### config.mk
export PLATFORM = sky130hd
export DESIGN_NAME = note_lane_shifter_flat
export DESIGN_NICKNAME = d
export VERILOG_FILES = /design/src/rtl/note_lane_if.sv /design/src/rtl/note_lane_shifter.sv /design/src/flat_wrapper.sv
export SDC_FILE = /design/constraint.sdc
export NUM_CORES = 1
export LEC_CHECK = 0
export BUFFER_PORTS_ARGS = -buffer_cell sky130_fd_sc_hd__buf_2
export CAP_MARGIN = 10
export CORE_UTILIZATION = 40
export CTS_CLUSTER_SIZE = 25
export DETAILED_ROUTE_END_ITERATION = 10
export GPL_TIMING_DRIVEN = 0
export SYNTH_ARGS = -nofsm -noshare
export SYNTH_HDL_FRONTEND = slang
export SYNTH_SLANG_ARGS = --single-unit
export TNS_END_PERCENT = 1
### constraint.sdc
create_clock -name clk -period 31.5 [get_ports clk]
set_clock_uncertainty 0.2 [all_clocks]
set_input_delay 6.3 -clock clk [delete_from_list [all_inputs] [get_ports clk]]
set_output_delay 6.3 -clock clk [all_outputs]
set_load 0.02 [all_outputs]
### src/rtl/note_lane_if.sv
// Bundle of load, playback and judgement signals for note_lane_shifter.
// song_wrap exists only when NOTE_LANE_LOOP_EN is defined.
interface note_lane_if #(
  parameter int LANES   = 3,
  parameter int DEPTH   = 100,
  parameter int VISIBLE = 27
);
  localparam int CW = $clog2(DEPTH + 1);

  logic                     load_start;
  logic                     wr_valid;
  logic [LANES-1:0]         wr_col;
  logic                     wr_ready;
  logic                     start;
  logic                     step;
  logic [LANES-1:0]         hit;
  logic [LANES*VISIBLE-1:0] lane_window;
  logic [LANES-1:0]         hit_good;
  logic [LANES-1:0]         hit_bad;
  logic [LANES-1:0]         pass_miss;
  logic                     running;
  logic                     done;
  logic [CW-1:0]            song_len;
`ifdef NOTE_LANE_LOOP_EN
  logic                     song_wrap;
`endif

  modport master (
`ifdef NOTE_LANE_LOOP_EN
    input  song_wrap,
`endif
    output load_start, wr_valid, wr_col, start, step, hit,
    input  wr_ready, lane_window, hit_good, hit_bad, pass_miss, running, done, song_len
  );

  modport slave (
`ifdef NOTE_LANE_LOOP_EN
    output song_wrap,
`endif
    input  load_start, wr_valid, wr_col, start, step, hit,
    output wr_ready, lane_window, hit_good, hit_bad, pass_miss, running, done, song_len
  );
endinterface

### src/rtl/note_lane_shifter.sv
// Runtime-loaded note chart shifter with IDLE/LOAD/RUN/DONE control and per-lane hit judgement.
// NOTE_LANE_LOOP_EN: chart rotates in RUN instead of zero-filling, song_wrap pulses on each wrap.
module note_lane_shifter #(
  parameter int LANES   = 3,
  parameter int DEPTH   = 100,
  parameter int VISIBLE = 27
) (
  input  logic     clk,
  input  logic     reset,
  note_lane_if.slave bus
);
  localparam int CW = $clog2(DEPTH + 1);
  localparam int AW = (DEPTH > 1) ? $clog2(DEPTH) : 1;
  localparam logic [CW-1:0] DEPTH_C = CW'(DEPTH);

  typedef enum logic [1:0] {IDLE, LOAD, RUN, DONE} state_t;

  state_t                       state_q, state_d;
  logic [LANES-1:0][DEPTH-1:0]  store_q, store_d;
  logic [CW-1:0]                wr_ptr_q, wr_ptr_d;
  logic [CW-1:0]                step_cnt_q, step_cnt_d;
  logic [LANES-1:0]             head_hit_q, head_hit_d;
  logic [LANES-1:0]             hit_good_q, hit_good_d;
  logic [LANES-1:0]             hit_bad_q, hit_bad_d;
  logic [LANES-1:0]             pass_miss_q, pass_miss_d;
  logic                         running_q, running_d;
  logic                         done_q, done_d;
`ifdef NOTE_LANE_LOOP_EN
  logic                         song_wrap_q, song_wrap_d;
  logic [CW-1:0]                last_idx;
`endif
  logic                         wr_fire;
  logic [CW-1:0]                step_nxt;
  logic [LANES*VISIBLE-1:0]     window;

  assign bus.wr_ready = (state_q == LOAD) && (wr_ptr_q < DEPTH_C);
  assign wr_fire      = bus.wr_valid && bus.wr_ready;
  assign step_nxt     = step_cnt_q + 1'b1;
`ifdef NOTE_LANE_LOOP_EN
  assign last_idx     = wr_ptr_q - 1'b1;
`endif

  always_comb begin
    state_d     = state_q;
    store_d     = store_q;
    wr_ptr_d    = wr_ptr_q;
    step_cnt_d  = step_cnt_q;
    head_hit_d  = head_hit_q;
    hit_good_d  = '0;
    hit_bad_d   = '0;
    pass_miss_d = '0;
`ifdef NOTE_LANE_LOOP_EN
    song_wrap_d = 1'b0;
`endif
    case (state_q)
      LOAD: begin
        if (wr_fire) begin
          for (int l = 0; l < LANES; l++) store_d[l][wr_ptr_q[AW-1:0]] = bus.wr_col[l];
          wr_ptr_d = wr_ptr_q + 1'b1;
        end
        if (bus.start) state_d = (wr_ptr_d != '0) ? RUN : DONE;
      end
      RUN: begin
        // Hits are judged against the pre-shift head, so a same-cycle hit pre-empts the miss.
        for (int l = 0; l < LANES; l++) begin
          hit_good_d[l]  = bus.hit[l] && store_q[l][0] && !head_hit_q[l];
          hit_bad_d[l]   = bus.hit[l] && !store_q[l][0];
          pass_miss_d[l] = bus.step && store_q[l][0] && !head_hit_q[l] && !bus.hit[l];
        end
        if (bus.step) begin
          head_hit_d = '0;
          for (int l = 0; l < LANES; l++) begin
            store_d[l] = store_q[l] >> 1;
`ifdef NOTE_LANE_LOOP_EN
            store_d[l][last_idx[AW-1:0]] = store_q[l][0];
`endif
          end
          step_cnt_d = step_nxt;
          if (step_nxt == wr_ptr_q) begin
`ifdef NOTE_LANE_LOOP_EN
            step_cnt_d  = '0;
            song_wrap_d = 1'b1;
`else
            state_d = DONE;
`endif
          end
        end else begin
          head_hit_d = head_hit_q | hit_good_d;
        end
      end
      default: ;
    endcase
    // load_start wins in every state: restart loading from an empty chart.
    if (bus.load_start) begin
      state_d     = LOAD;
      store_d     = '0;
      wr_ptr_d    = '0;
      step_cnt_d  = '0;
      head_hit_d  = '0;
      hit_good_d  = '0;
      hit_bad_d   = '0;
      pass_miss_d = '0;
`ifdef NOTE_LANE_LOOP_EN
      song_wrap_d = 1'b0;
`endif
    end
    running_d = (state_d == RUN);
    done_d    = (state_d == DONE);
  end

  always_ff @(posedge clk or posedge reset) begin
    if (reset) begin
      state_q     <= IDLE;
      store_q     <= '0;
      wr_ptr_q    <= '0;
      step_cnt_q  <= '0;
      head_hit_q  <= '0;
      hit_good_q  <= '0;
      hit_bad_q   <= '0;
      pass_miss_q <= '0;
      running_q   <= 1'b0;
      done_q      <= 1'b0;
`ifdef NOTE_LANE_LOOP_EN
      song_wrap_q <= 1'b0;
`endif
    end else begin
      state_q     <= state_d;
      store_q     <= store_d;
      wr_ptr_q    <= wr_ptr_d;
      step_cnt_q  <= step_cnt_d;
      head_hit_q  <= head_hit_d;
      hit_good_q  <= hit_good_d;
      hit_bad_q   <= hit_bad_d;
      pass_miss_q <= pass_miss_d;
      running_q   <= running_d;
      done_q      <= done_d;
`ifdef NOTE_LANE_LOOP_EN
      song_wrap_q <= song_wrap_d;
`endif
    end
  end

  // Head (index 0) lands on the top bit of each lane slice.
  always_comb begin
    window = '0;
    for (int l = 0; l < LANES; l++)
      for (int k = 0; k < VISIBLE; k++)
        window[l*VISIBLE + VISIBLE-1-k] = store_q[l][k];
  end

  assign bus.lane_window = window;
  assign bus.hit_good    = hit_good_q;
  assign bus.hit_bad     = hit_bad_q;
  assign bus.pass_miss   = pass_miss_q;
  assign bus.running     = running_q;
  assign bus.done        = done_q;
  assign bus.song_len    = wr_ptr_q;
`ifdef NOTE_LANE_LOOP_EN
  assign bus.song_wrap   = song_wrap_q;
`endif
endmodule

### src/flat_wrapper.sv
// flat-port wrapper written by rule: the top's interface ports become plain ports
module note_lane_shifter_flat 
#(
  parameter int LANES   = 3,
  parameter int DEPTH   = 100,
  parameter int VISIBLE = 27
)
  (clk, reset, bus_load_start, bus_wr_valid, bus_wr_col, bus_start, bus_step, bus_hit, bus_wr_ready, bus_lane_window, bus_hit_good, bus_hit_bad, bus_pass_miss, bus_running, bus_done, bus_song_len);
  note_lane_if #(.LANES(LANES), .DEPTH(DEPTH), .VISIBLE(VISIBLE)) bus_i ();
  input  logic clk;
  input  logic reset;
  input wire logic [$bits(bus_i.load_start)-1:0] bus_load_start;
  input wire logic [$bits(bus_i.wr_valid)-1:0] bus_wr_valid;
  input wire logic [$bits(bus_i.wr_col)-1:0] bus_wr_col;
  input wire logic [$bits(bus_i.start)-1:0] bus_start;
  input wire logic [$bits(bus_i.step)-1:0] bus_step;
  input wire logic [$bits(bus_i.hit)-1:0] bus_hit;
  output wire logic [$bits(bus_i.wr_ready)-1:0] bus_wr_ready;
  output wire logic [$bits(bus_i.lane_window)-1:0] bus_lane_window;
  output wire logic [$bits(bus_i.hit_good)-1:0] bus_hit_good;
  output wire logic [$bits(bus_i.hit_bad)-1:0] bus_hit_bad;
  output wire logic [$bits(bus_i.pass_miss)-1:0] bus_pass_miss;
  output wire logic [$bits(bus_i.running)-1:0] bus_running;
  output wire logic [$bits(bus_i.done)-1:0] bus_done;
  output wire logic [$bits(bus_i.song_len)-1:0] bus_song_len;
  assign bus_i.load_start = bus_load_start;
  assign bus_i.wr_valid = bus_wr_valid;
  assign bus_i.wr_col = bus_wr_col;
  assign bus_i.start = bus_start;
  assign bus_i.step = bus_step;
  assign bus_i.hit = bus_hit;
  assign bus_wr_ready = bus_i.wr_ready;
  assign bus_lane_window = bus_i.lane_window;
  assign bus_hit_good = bus_i.hit_good;
  assign bus_hit_bad = bus_i.hit_bad;
  assign bus_pass_miss = bus_i.pass_miss;
  assign bus_running = bus_i.running;
  assign bus_done = bus_i.done;
  assign bus_song_len = bus_i.song_len;
  note_lane_shifter #(.LANES(LANES), .DEPTH(DEPTH), .VISIBLE(VISIBLE)) u_core (.clk(clk), .reset(reset), .bus(bus_i));
endmodule
==> flow_summary.yaml <==
outcome:
  status: "finished, final reports clean"
hold_path:
  min_from: "u_core.head_hit_q[2]$_DFFE_PP0N_"
  min_path_type: "reg2reg"
  hold_end: "u_core.bus.hit_good[2]$_DFF_PP0_"
  min_path_cells: 1
setup_path:
  crit_type: "reg2out"
  cp_max_fo: 10
  required_ns: 25.00
  worst-r2r-cell-count: 6
  crit_path_end_kind: "output pin"
  worstPathArrival_ns: 2.05
  startpoint_type: "flip-flop"
  rrSetupSlack_ns: 27.50
  r2r-start: "u_core.bus.song_len[1]$_DFFE_PP0P_"
  reg2reg_to: "u_core.store_q[33]$_DFFE_PP0P_"
synthesis:
  synthFlopType: "dfrtp_1"
  ys_ff_latch: 330
  synth_xor_area_frac: 0.00809
  syn_nets: 1695
  async_flop_share: 1.00
  synthMuxAreaShare: 0.193
  syn-mean-instance-area_um2: 11.0
  yosys_warnings: 0
  synth_edf_count: 0
  ys_top_cells_by_area: "dfrtp_1, mux2_1, a22o_1"
  synth_top_area_share: 0.449
  synth_cells: 1678
  synth_top_family_by_area: "multiplexers"
  synth_compound_area_frac: 0.187
  synth-simple-area-share: 0.0944
  synth_cell_types: 60
  syn_area_mm2: 0.0184
  yosys.area.top_type: "dfrtp_1"
  ys_seq_area_frac: 0.449
  synth_fa_ha_area_frac: 0.00340
place:
  hpwlAfterDp_mm: 37.2
  gp_congestion: 0.869
  io_buffers: 111
  post-place-ws_ns: 22.62
  dp.cells: 2392
sta:
  maxClockFrequency_mhz: 117
  grt_setup_unrepaired: "false"
  layout_min_cycle_time_ns: 8.55
  setup_ws_ns: 22.95
  max-slew-margin-rel: 0.126
  finalSetupViolations: 0
  report.final.slew_viol_count: 0
  fin_setup_tns_ns: 0
  finalCritPeriodShare: 0.272
  hold_viol_final: 0
  tightest_slew_ns: 1.31
clocking:
  holdBufCountCts: 0
  cts_resized: 0
  htreeDepth: 2
  cts_buffer_depth: 3
  clk_pin_slew_ns: 0.06
  clockRootBuffer: "clkbuf_16"
  postCtsSetupBuffers: 0
  tritoncts: "yes"
  cts_buffers: 39
  insertion_delay_ns: 0.56
  clock_sink_count: 330
finish:
  fin_cells: 2459
  area_growth_syn_to_layout_pct: 14.2
  final_nets: 1850
  diodes: 0
  final_layout_size_suffix_gt1_frac: 0.254
  fill_cells: 4266
  finish.utilization: 0.463
die:
  die_h_um: 216
  ios: 112
  die_width_um: 216
  core.rowCount: 78
  coreArea_mm2: 0.0454
  dieArea_mm2: 0.0468
  start_util: 0.405
drt:
  wirelength_mm: 52.6
  drcViolationCount: 0
  dr.pass1.iters: 5
  wire_per_inst_um: 21.4
  vias_per_cell: 5.52
  final_antenna_net_count: 0
  vias: 13583
  drt_iter0_drc: 1135
run:
  max_cap_viol_count: 0
power:
  p_per_area_mw_per_mm2: 55.7
  p_leak_nw: 9.92
  ir_drop_mv: 0.0364
grt:
  overflow: 0
  grt_usage: 0.225
  antenna_found_initial: 0
  first_global_vias: 13807
  grt_max_degree: 106
  grt_pass1_wl_mm: 81.9
## worst max path at each step
stage	from	end	slack [ns]
2_1_floorplan	reset	u_core.bus.done$_DFF_PP0_	15.86
3_3_place_gp	reset	u_core.store_q[260]$_DFFE_PP0P_	12.02
3_5_place_dp	bus_load_start	u_core.store_q[165]$_DFFE_PP0P_	22.62
4_1_cts	u_core.bus.song_len[2]$_DFFE_PP0P_	bus_wr_ready	22.95
5_1_grt	u_core.bus.song_len[2]$_DFFE_PP0P_	bus_wr_ready	22.85
6_report	u_core.bus.song_len[2]$_DFFE_PP0P_	bus_wr_ready	22.95
## synth_stat cells, types with 4 or more instances
library cell,instances
a21oi_1,8
a21oi_4,58
a22o_1,126
a31oi_1,6
and2_1,6
and3_1,4
buf_12,4
buf_2,24
buf_4,85
clkbuf_1,74
dfrtp_1,330
ha_1,5
inv_1,7
mux2_1,184
mux2_2,56
mux2_4,57
nand2_1,260
nand2b_1,6
nand3_1,5
nor2_1,62
nor2b_1,5
nor3_1,13
nor3b_1,5
nor4b_1,4
o21a_1,27
o21ai_0,175
o21ai_1,19
xnor2_1,12
xor2_1,5
## layout by cell type (no fill, tap or decap), drive strengths merged, types with 16 or more instances in the layout
cell type / count
dfrtp: 330
nand2: 260
clkbuf: 129
o21a: 27
nor3: 16
nor2: 62
a21oi: 67
buf: 233
mux2: 297
o21ai: 194
a22o: 126
## state kept, by name (all words and copies together), names as in the netlist
name	flops
u_core.bus.pass_miss	3
u_core.head_hit_q	3
u_core.bus.song_len	7
u_core.bus.lane_window	81
u_core.bus.hit_bad	3
u_core.bus.running	1
u_core.bus.hit_good	3
u_core.bus.done	1
u_core.step_cnt_q	7
u_core.state_q	2
u_core.store_q	219
## per-stage QoR
step / hold WS [ns] / power, mW / cell area (µm²)
after floorplan: 0.230 / 0.657 / 18400
after global placement: 0.242 / 0.730 / 19700
after detailed placement: 0.252 / 0.734 / 19800
after CTS: 0.259 / 1.18 / 21000
after global routing: 0.290 / 1.21 / 21000
final: 0.260 / 1.17 / 21000
## layout make-up
cell class / instances / area [µm²] / share of cell area
multi-input cells: 1148 / 8940 / 0.426
flip-flops and latches: 330 / 8260 / 0.393
plain buffers: 193 / 1170 / 0.0556
clock buffers: 55 / 1100 / 0.0522
well taps: 600 / 751 / 0.0357
repair buffers: 114 / 638 / 0.0304
clock inverters: 12 / 125 / 0.00595
inverters: 7 / 33.8 / 0.00161
## report_power, final
| part | switching [mW] | total, mW | internal [mW] | leakage [nW] |
|---|---|---|---|---|
| clock | 0.183 | 0.441 | 0.259 | 0.598 |
| combinational | 0.190 | 0.292 | 0.102 | 4.72 |
| sequential | 0.00665 | 0.437 | 0.430 | 4.60 |
| total | 0.379 | 1.17 | 0.791 | 9.92 |
## layer usage
layer / up-vias / wire length (µm) / part of all wire / track usage
met1: 6919 / 24800 / 0.47 / 0.326
li1: 6200 / - / - / -
met5: - / 0 / 0 / 0
met2: 390 / 23700 / 0.45 / 0.344
met4: 0 / 1110 / 0.021 / 0.0648
met3: 74 / 3100 / 0.059 / 0.0382
## kinds of logic (layout without fill, tap and decap cells)
| kind of cell | count (synthesis) | in the layout |
|---|---|---|
| AO/OA/AOI/OAI | 433 | 433 |
| AND/OR/NAND/NOR | 396 | 396 |
| flip-flops | 330 | 330 |
| multiplexers | 297 | 297 |
| buffers and inverters | 200 | 381 |
| XOR/XNOR | 17 | 17 |
| adder cells (fa/ha/maj) | 5 | 5 |
## worst max-delay path: stages (launching register included)
cell	delay, ns
dfrtp_1	0.49
buf_2	0.25
o311a_1	0.41
nor2_1	0.17
buf_2	0.20
(Power assumes the default switching activity.)
